## src/rtl/rom_fetch_arbiter_pkg.sv

```systemverilog
// rtl/rom_fetch_arbiter_pkg.sv - shared FSM encodings and port ids for the ROM fetch arbiter
package rom_fetch_arbiter_pkg;

  typedef enum logic [1:0] {
    ST_IDLE = 2'd0,
    ST_READ = 2'd1,
    ST_RESP = 2'd2
  } state_t;

  localparam logic P_FETCH = 1'b0;
  localparam logic P_DBG   = 1'b1;

endpackage

```

## src/rtl/rom_fetch_arbiter_rr_arb2.sv

```systemverilog
// rtl/rom_fetch_arbiter_rr_arb2.sv - combinational 2-way round-robin picker
// Purpose: picks one of two requesters, preferring the one not granted last time.
// Ports:
//   i_req0, i_req1   request lines
//   i_last_gnt       id of the port granted most recently
//   o_gnt_valid      at least one request present
//   o_gnt_id         id of the winning port (meaningful when o_gnt_valid)
module rom_fetch_arbiter_rr_arb2
  import rom_fetch_arbiter_pkg::*;
(
  input  logic i_req0,
  input  logic i_req1,
  input  logic i_last_gnt,
  output logic o_gnt_valid,
  output logic o_gnt_id
);

  always_comb begin
    o_gnt_valid = i_req0 | i_req1;
    if (i_req0 && i_req1) begin
      o_gnt_id = (i_last_gnt == P_FETCH) ? P_DBG : P_FETCH;
    end else begin
      o_gnt_id = i_req1 ? P_DBG : P_FETCH;
    end
  end

endmodule

```

## src/rtl/rom_fetch_arbiter.sv

```systemverilog
// rtl/rom_fetch_arbiter.sv - round-robin sharing of the rom32 port between fetch and debug readers
// Purpose: grants one requester at a time, registers the ROM address, latches the ROM data
//   two cycles later and returns it with an error flag for unaligned/out-of-window accesses.
// Ports:
//   clk, reset_n              clock, asynchronous active-low reset
//   req0/addr0/ack0/rvalid0   fetch port: request+address in, accept and response-valid pulses out
//   req1/addr1/ack1/rvalid1   debug port: same handshake as the fetch port
//   rdata, rerr               shared response data and error, qualified by rvalidN
//   rom_addr, rom_data        registered address to rom32, combinational data back
//   busy                      high whenever a transaction is in flight
module rom_fetch_arbiter
  import rom_fetch_arbiter_pkg::*;
#(
  parameter logic [24:0] BASE_ADDRESS = 25'd0,
  parameter logic [31:0] ERR_DATA     = 32'h0
) (
  input  logic        clk,
  input  logic        reset_n,
  input  logic        req0,
  input  logic [31:0] addr0,
  output logic        ack0,
  output logic        rvalid0,
  input  logic        req1,
  input  logic [31:0] addr1,
  output logic        ack1,
  output logic        rvalid1,
  output logic [31:0] rdata,
  output logic        rerr,
  output logic [31:0] rom_addr,
  input  logic [31:0] rom_data,
  output logic        busy
);

  state_t      r_state;
  state_t      w_state_nxt;
  logic        w_grant;
  logic        w_gnt_valid;
  logic        w_gnt_id;
  logic [31:0] w_addr_sel;
  logic        w_err;

  logic        r_last_gnt;
  logic        r_owner;
  logic        r_err_q;
  logic [31:0] r_rom_addr;
  logic [31:0] r_rdata;
  logic        r_rerr;
  logic        r_rvalid0;
  logic        r_rvalid1;

  rom_fetch_arbiter_rr_arb2 u_arb (
    .i_req0      (req0),
    .i_req1      (req1),
    .i_last_gnt  (r_last_gnt),
    .o_gnt_valid (w_gnt_valid),
    .o_gnt_id    (w_gnt_id)
  );

  always_ff @(posedge clk or negedge reset_n) begin
    if (!reset_n) begin
      r_state <= ST_IDLE;
    end else begin
      r_state <= w_state_nxt;
    end
  end

  always_comb begin
    w_state_nxt = r_state;
    w_grant     = 1'b0;
    case (r_state)
      ST_IDLE: begin
        if (w_gnt_valid) begin
          w_grant     = 1'b1;
          w_state_nxt = ST_READ;
        end
      end
      ST_READ: w_state_nxt = ST_RESP;
      ST_RESP: w_state_nxt = ST_IDLE;
      default: w_state_nxt = ST_IDLE;
    endcase
  end

  assign w_addr_sel = (w_gnt_id == P_DBG) ? addr1 : addr0;
  assign w_err      = (w_addr_sel[1:0] != 2'b00) || (w_addr_sel[31:7] != BASE_ADDRESS);

  always_ff @(posedge clk or negedge reset_n) begin
    if (!reset_n) begin
      r_last_gnt <= P_DBG;
      r_owner    <= P_FETCH;
      r_err_q    <= 1'b0;
      r_rom_addr <= 32'h0;
      r_rdata    <= 32'h0;
      r_rerr     <= 1'b0;
      r_rvalid0  <= 1'b0;
      r_rvalid1  <= 1'b0;
    end else begin
      r_rvalid0 <= 1'b0;
      r_rvalid1 <= 1'b0;
      if (w_grant) begin
        // Errored accesses still present a word-aligned address so rom32 never sees a bad one.
        r_rom_addr <= {w_addr_sel[31:2], (w_err ? 2'b00 : w_addr_sel[1:0])};
        r_owner    <= w_gnt_id;
        r_last_gnt <= w_gnt_id;
        r_err_q    <= w_err;
      end
      if (r_state == ST_RESP) begin
        r_rdata   <= r_err_q ? ERR_DATA : rom_data;
        r_rerr    <= r_err_q;
        r_rvalid0 <= (r_owner == P_FETCH);
        r_rvalid1 <= (r_owner == P_DBG);
      end
    end
  end

  assign ack0     = w_grant && (w_gnt_id == P_FETCH);
  assign ack1     = w_grant && (w_gnt_id == P_DBG);
  assign rvalid0  = r_rvalid0;
  assign rvalid1  = r_rvalid1;
  assign rdata    = r_rdata;
  assign rerr     = r_rerr;
  assign rom_addr = r_rom_addr;
  assign busy     = (r_state != ST_IDLE);

endmodule

```

## config.mk

```make
export PLATFORM = sky130hd
export DESIGN_NAME = rom_fetch_arbiter
export DESIGN_NICKNAME = d
export VERILOG_FILES = /design/src/rtl/rom_fetch_arbiter_pkg.sv /design/src/rtl/rom_fetch_arbiter_rr_arb2.sv /design/src/rtl/rom_fetch_arbiter.sv
export SDC_FILE = /design/constraint.sdc
export NUM_CORES = 1
export LEC_CHECK = 0
export CAP_MARGIN = 5
export CELL_PAD_IN_SITES_DETAIL_PLACEMENT = 0
export CELL_PAD_IN_SITES_GLOBAL_PLACEMENT = 1
export CORE_ASPECT_RATIO = 0.7
export CORE_UTILIZATION = 31
export CTS_CLUSTER_DIAMETER = 80
export DETAILED_ROUTE_END_ITERATION = 16
export PLACE_DENSITY = 0.89
export SYNTH_ARGS = -nofsm -noshare
export SYNTH_HDL_FRONTEND = slang
export SYNTH_SLANG_ARGS = --single-unit
export TNS_END_PERCENT = 1
```

## constraint.sdc

```tcl
create_clock -name clk -period 2 [get_ports clk]
set_input_delay 0.2 -clock clk [delete_from_list [all_inputs] [get_ports clk]]
set_output_delay 0.2 -clock clk [all_outputs]
set_load 0.02 [all_outputs]
```

==> summary.md <==
| Metric | Value |
|---|---|
| Status | `finished, final reports clean` |
| Fin cells | `~610` |
| Core region area | `just under 10000 um2` |
| Layout cells sized above 1 | `5.35%` |
| Antenna cell count | `0` |
| Post-synthesis instance total | `roughly 310` |
| Endpoints failing setup | `0` |
| H-tree depth | `3` |
| HPWL after DPL | `between 6000 and 7000 um` |
| Via Count | `between 2000 and 3000` |
| Placed cells | `a little under 600` |
| Crit end category | `output pin` |
| Req. time, crit path | `approximately 1.8 ns` |
| CTS tree | `done` |
| Vias per cell | `about 4.5` |
| Data arrival, critical path | `1.70 ns` |
| Fin. Hold Viols | `0` |
| Syn Area/Cell | `around 10 um2` |
| Global-route wire length before repair | `approximately 14000 um` |
| DR DRC count | `0` |
| Final Skew | `about 0.0023 ns` |
| Met2 usage | `about a quarter` |
| Final Critical Period | `~1.9 ns` |
| CP Class | `in -> out` |
| Vias in the first global route | `approximately 2800` |
| DRT Wirelength | `between 8000 and 9000 um` |
| Die footprint | `10700 um2` |
| Met1 usage | `roughly 23%` |
| Clk sinks | `a little over 70` |
| P_int | `just under 4 mW` |
| Reg-to-reg critical path endpoint | `rom_addr[2]` |
| Clock power frac | `about a quarter` |
| Clk slew on worst S/H paths | `approximately 0.05 ns` |
| Synthesized area | `~3200 um2` |
| PwrDens | `roughly 1100 nW/um2` |
| Syn_nets | `413` |
| Largest net degree at the start of global routing | `67` |
| Routed WL per cell | `between 10 and 15 um` |
| Slew Viols, Final | `0` |
| Iteration-0 DRC Markers | `a little under 80` |
| # port buffers | `169` |
| Crit-path cells | `clkdlybuf4s50_1, a21boi_4, and2_1, clkdlybuf4s50_1` |
| Synthesis Warnings | `0` |
| Slew HR | `between 40% and 50%` |
| First-pass detailed-route iteration total | `4` |
| WHS | `0.377 ns` |
| Reg-to-Reg Start | `r_state[0]` |
| Most used cell, CP | `clkdlybuf4s50_1` |
| Layout Nets | `581` |
| Crit path launch type | `input port` |
| TritonCTS Buffers | `9` |
| Clock root cell | `clkbuf_16` |
| Distinct cells, synth | `29` |
| Most used routing layer | `met2` |
| Max stage delay on crit path | `0.61 ns` |
| Logic gate share of total power | `about two fifths` |
| Grt ovf | `0` |
| GR Util All Layers | `about 18%` |
| Worst Reg-to-Reg Cells | `5` |
| Lkg Pwr | `between 2 and 2.5 nW` |
| Slowest stage cell on the critical path | `clkdlybuf4s50_1` |
| Sw Share | `34.7%` |
| Die Span Y | `around 87 um` |
| Period utilisation layout | `between 90% and 100%` |
| DRT antenna net count | `0` |
| Setup TNS | `0 ns` |
| Global placement routability congestion | `just over 0.8` |
| Worst hold-check path type | `in -> async` |
| Tightest Pin Transition | `0.824 ns` |
| Switching power | `~2.1 mW` |
| I/O pins | `170` |
| Area delta synth->final | `67.5%` |
| Clk_lat worst skew | `around 0.32 ns` |
| Die X | `123 um` |
| CP Max Fanout | `3` |
| Initial antenna violation count | `0` |
| Flop pwr share | `34.0%` |
| Yosys reg bits | `72` |
| Global Route met3 Usage | `6.45%` |
| RSZ-0062 raised after global routing | `no` |
| FP Rows | `30` |
| VDD IR max | `just over 900 uV` |
| Initial Util | `32.3%` |
| Max Freq | `about 0.53 GHz` |
| Clock buffer depth | `2` |
| Maxcap violations | `0` |
| Post-CTS Setup Repair Bufs | `0` |
| Sequential area share after synthesis | `56.7%` |
| R2R setup slack | `0.49 ns` |
==> placed cells by master (no fill, tap or decap), types with 2 or more instances in the layout <==
cell / Yosys / final
buf_4: 3 / 5
dfrtp_1: 71 / 71
and2_1: 3 / 3
clkinv_2: 0 / 3
nor2_1: 4 / 4
inv_1: 3 / 3
a21o_1: 7 / 7
nand4_1: 2 / 2
nor3_1: 2 / 2
clkbuf_16: 0 / 9
nor4_1: 11 / 11
o21ai_1: 57 / 57
nand2b_1: 33 / 32
clkbuf_1: 8 / 3
buf_12: 0 / 3
nand2_1: 58 / 58
clkdlybuf4s50_1: 0 / 167
a22o_1: 5 / 5
mux2i_1: 25 / 25
==> per-stage QoR <==
step	total power, mW	util, %	setup slack (ns)	cell area (um2)
2_1_floorplan	3.35	-	0.582	3180
3_3_place_gp	4.52	51.2	0.119	5030
3_5_place_dp	4.56	51.2	0.106	5030
4_1_cts	6.12	54.1	0.0226	5320
5_1_grt	6.42	54.2	0.0394	5330
6_report	6.03	54.2	0.104	5330
==> how the worst max path moves through the flow <==
stage	startpoint	endpoint	slack (ns)
after floorplan	r_last_gnt	rom_addr[2]	0.58
after global placement	req0	ack1	0.12
after detailed placement	req0	ack1	0.11
after CTS	r_state[1]	ack1	0.02
after global routing	r_state[1]	ack1	0.04
final	req0	ack1	0.10
==> area by class of cell <==
| type | instances | area, um2 |
|---|---|---|
| sequential | 72 | 1800 |
| inverter | 3 | 11.3 |
| fill | 922 | 4510 |
| multi-input combinational | 218 | 1280 |
| timing repair buffer | 177 | 1790 |
| clock inverter | 4 | 45.0 |
| tap | 128 | 160 |
| clock buffer | 12 | 236 |
==> layer usage <==
metal,share of wire [%],routed length [um]
met1,46,4090
met2,45,3990
met3,7.2,638
met4,1.4,121
met5,0,0
==> synthesized netlist by cell type <==
master / instances / area share (%)
dfrtp_1: 71 / 56
nand2_1: 58 / 6.8
o21ai_1: 57 / 9.0
nand2b_1: 33 / 6.5
mux2i_1: 25 / 7.9
nor4_1: 11 / 2.2
buf_2: 8 / 1.3
clkbuf_1: 8 / 0.94
a21o_1: 7 / 1.7
a22o_1: 5 / 1.4
nor2_1: 4 / 0.47
and2_1: 3 / 0.59
buf_4: 3 / 0.71
inv_1: 3 / 0.35
nand4_1: 2 / 0.39
nor3_1: 2 / 0.31
a21boi_2: 1 / 0.35
a31oi_1: 1 / 0.20
buf_6: 1 / 0.35
dfstp_2: 1 / 0.83
mux2_1: 1 / 0.35
nand3_1: 1 / 0.16
nand3b_1: 1 / 0.24
nor2_2: 1 / 0.20
nor2b_1: 1 / 0.20
o21ai_0: 1 / 0.16
o21ai_2: 1 / 0.28
o22ai_1: 1 / 0.20
or4_1: 1 / 0.24
==> power by group through the flow <==
stage / Clock, mW / Sequential (mW) / Combinational, mW
global placement: 0 / 2.05 / 2.46
CTS: 1.57 / 2.05 / 2.50
floorplan: 0 / 2.41 / 0.947
finish: 1.51 / 2.05 / 2.47
detailed placement: 0 / 2.06 / 2.50
global route: 1.64 / 2.10 / 2.68
==> logic make-up (layout without fill, tap and decap cells) <==
group                  after synthesis  in the layout  synth area share [%]
and+or+nand+nor                    118            118                  18.3
DFF                                 72             72                  56.7
AOI/OAI and AO/OA                   74             74                  13.2
muxes                               26             26                  8.22
buffers and inverters               23            196                  3.62
==> critical path: cells and delay by family <==
| family | cells | cell delay [ns] |
|---|---|---|
| buf+inv | 2 | 1.11 |
| compound gates | 1 | 0.21 |
| simple gates | 1 | 0.18 |
==> timing repair <==
action	CTS	global route
gates cloned	0	0
hold buffers	1	0
endpoints found under the hold margin	33	0
endpoints found under the setup margin	1	1
gates resized for setup	1	1
Power figures use the tool's default switching activity.
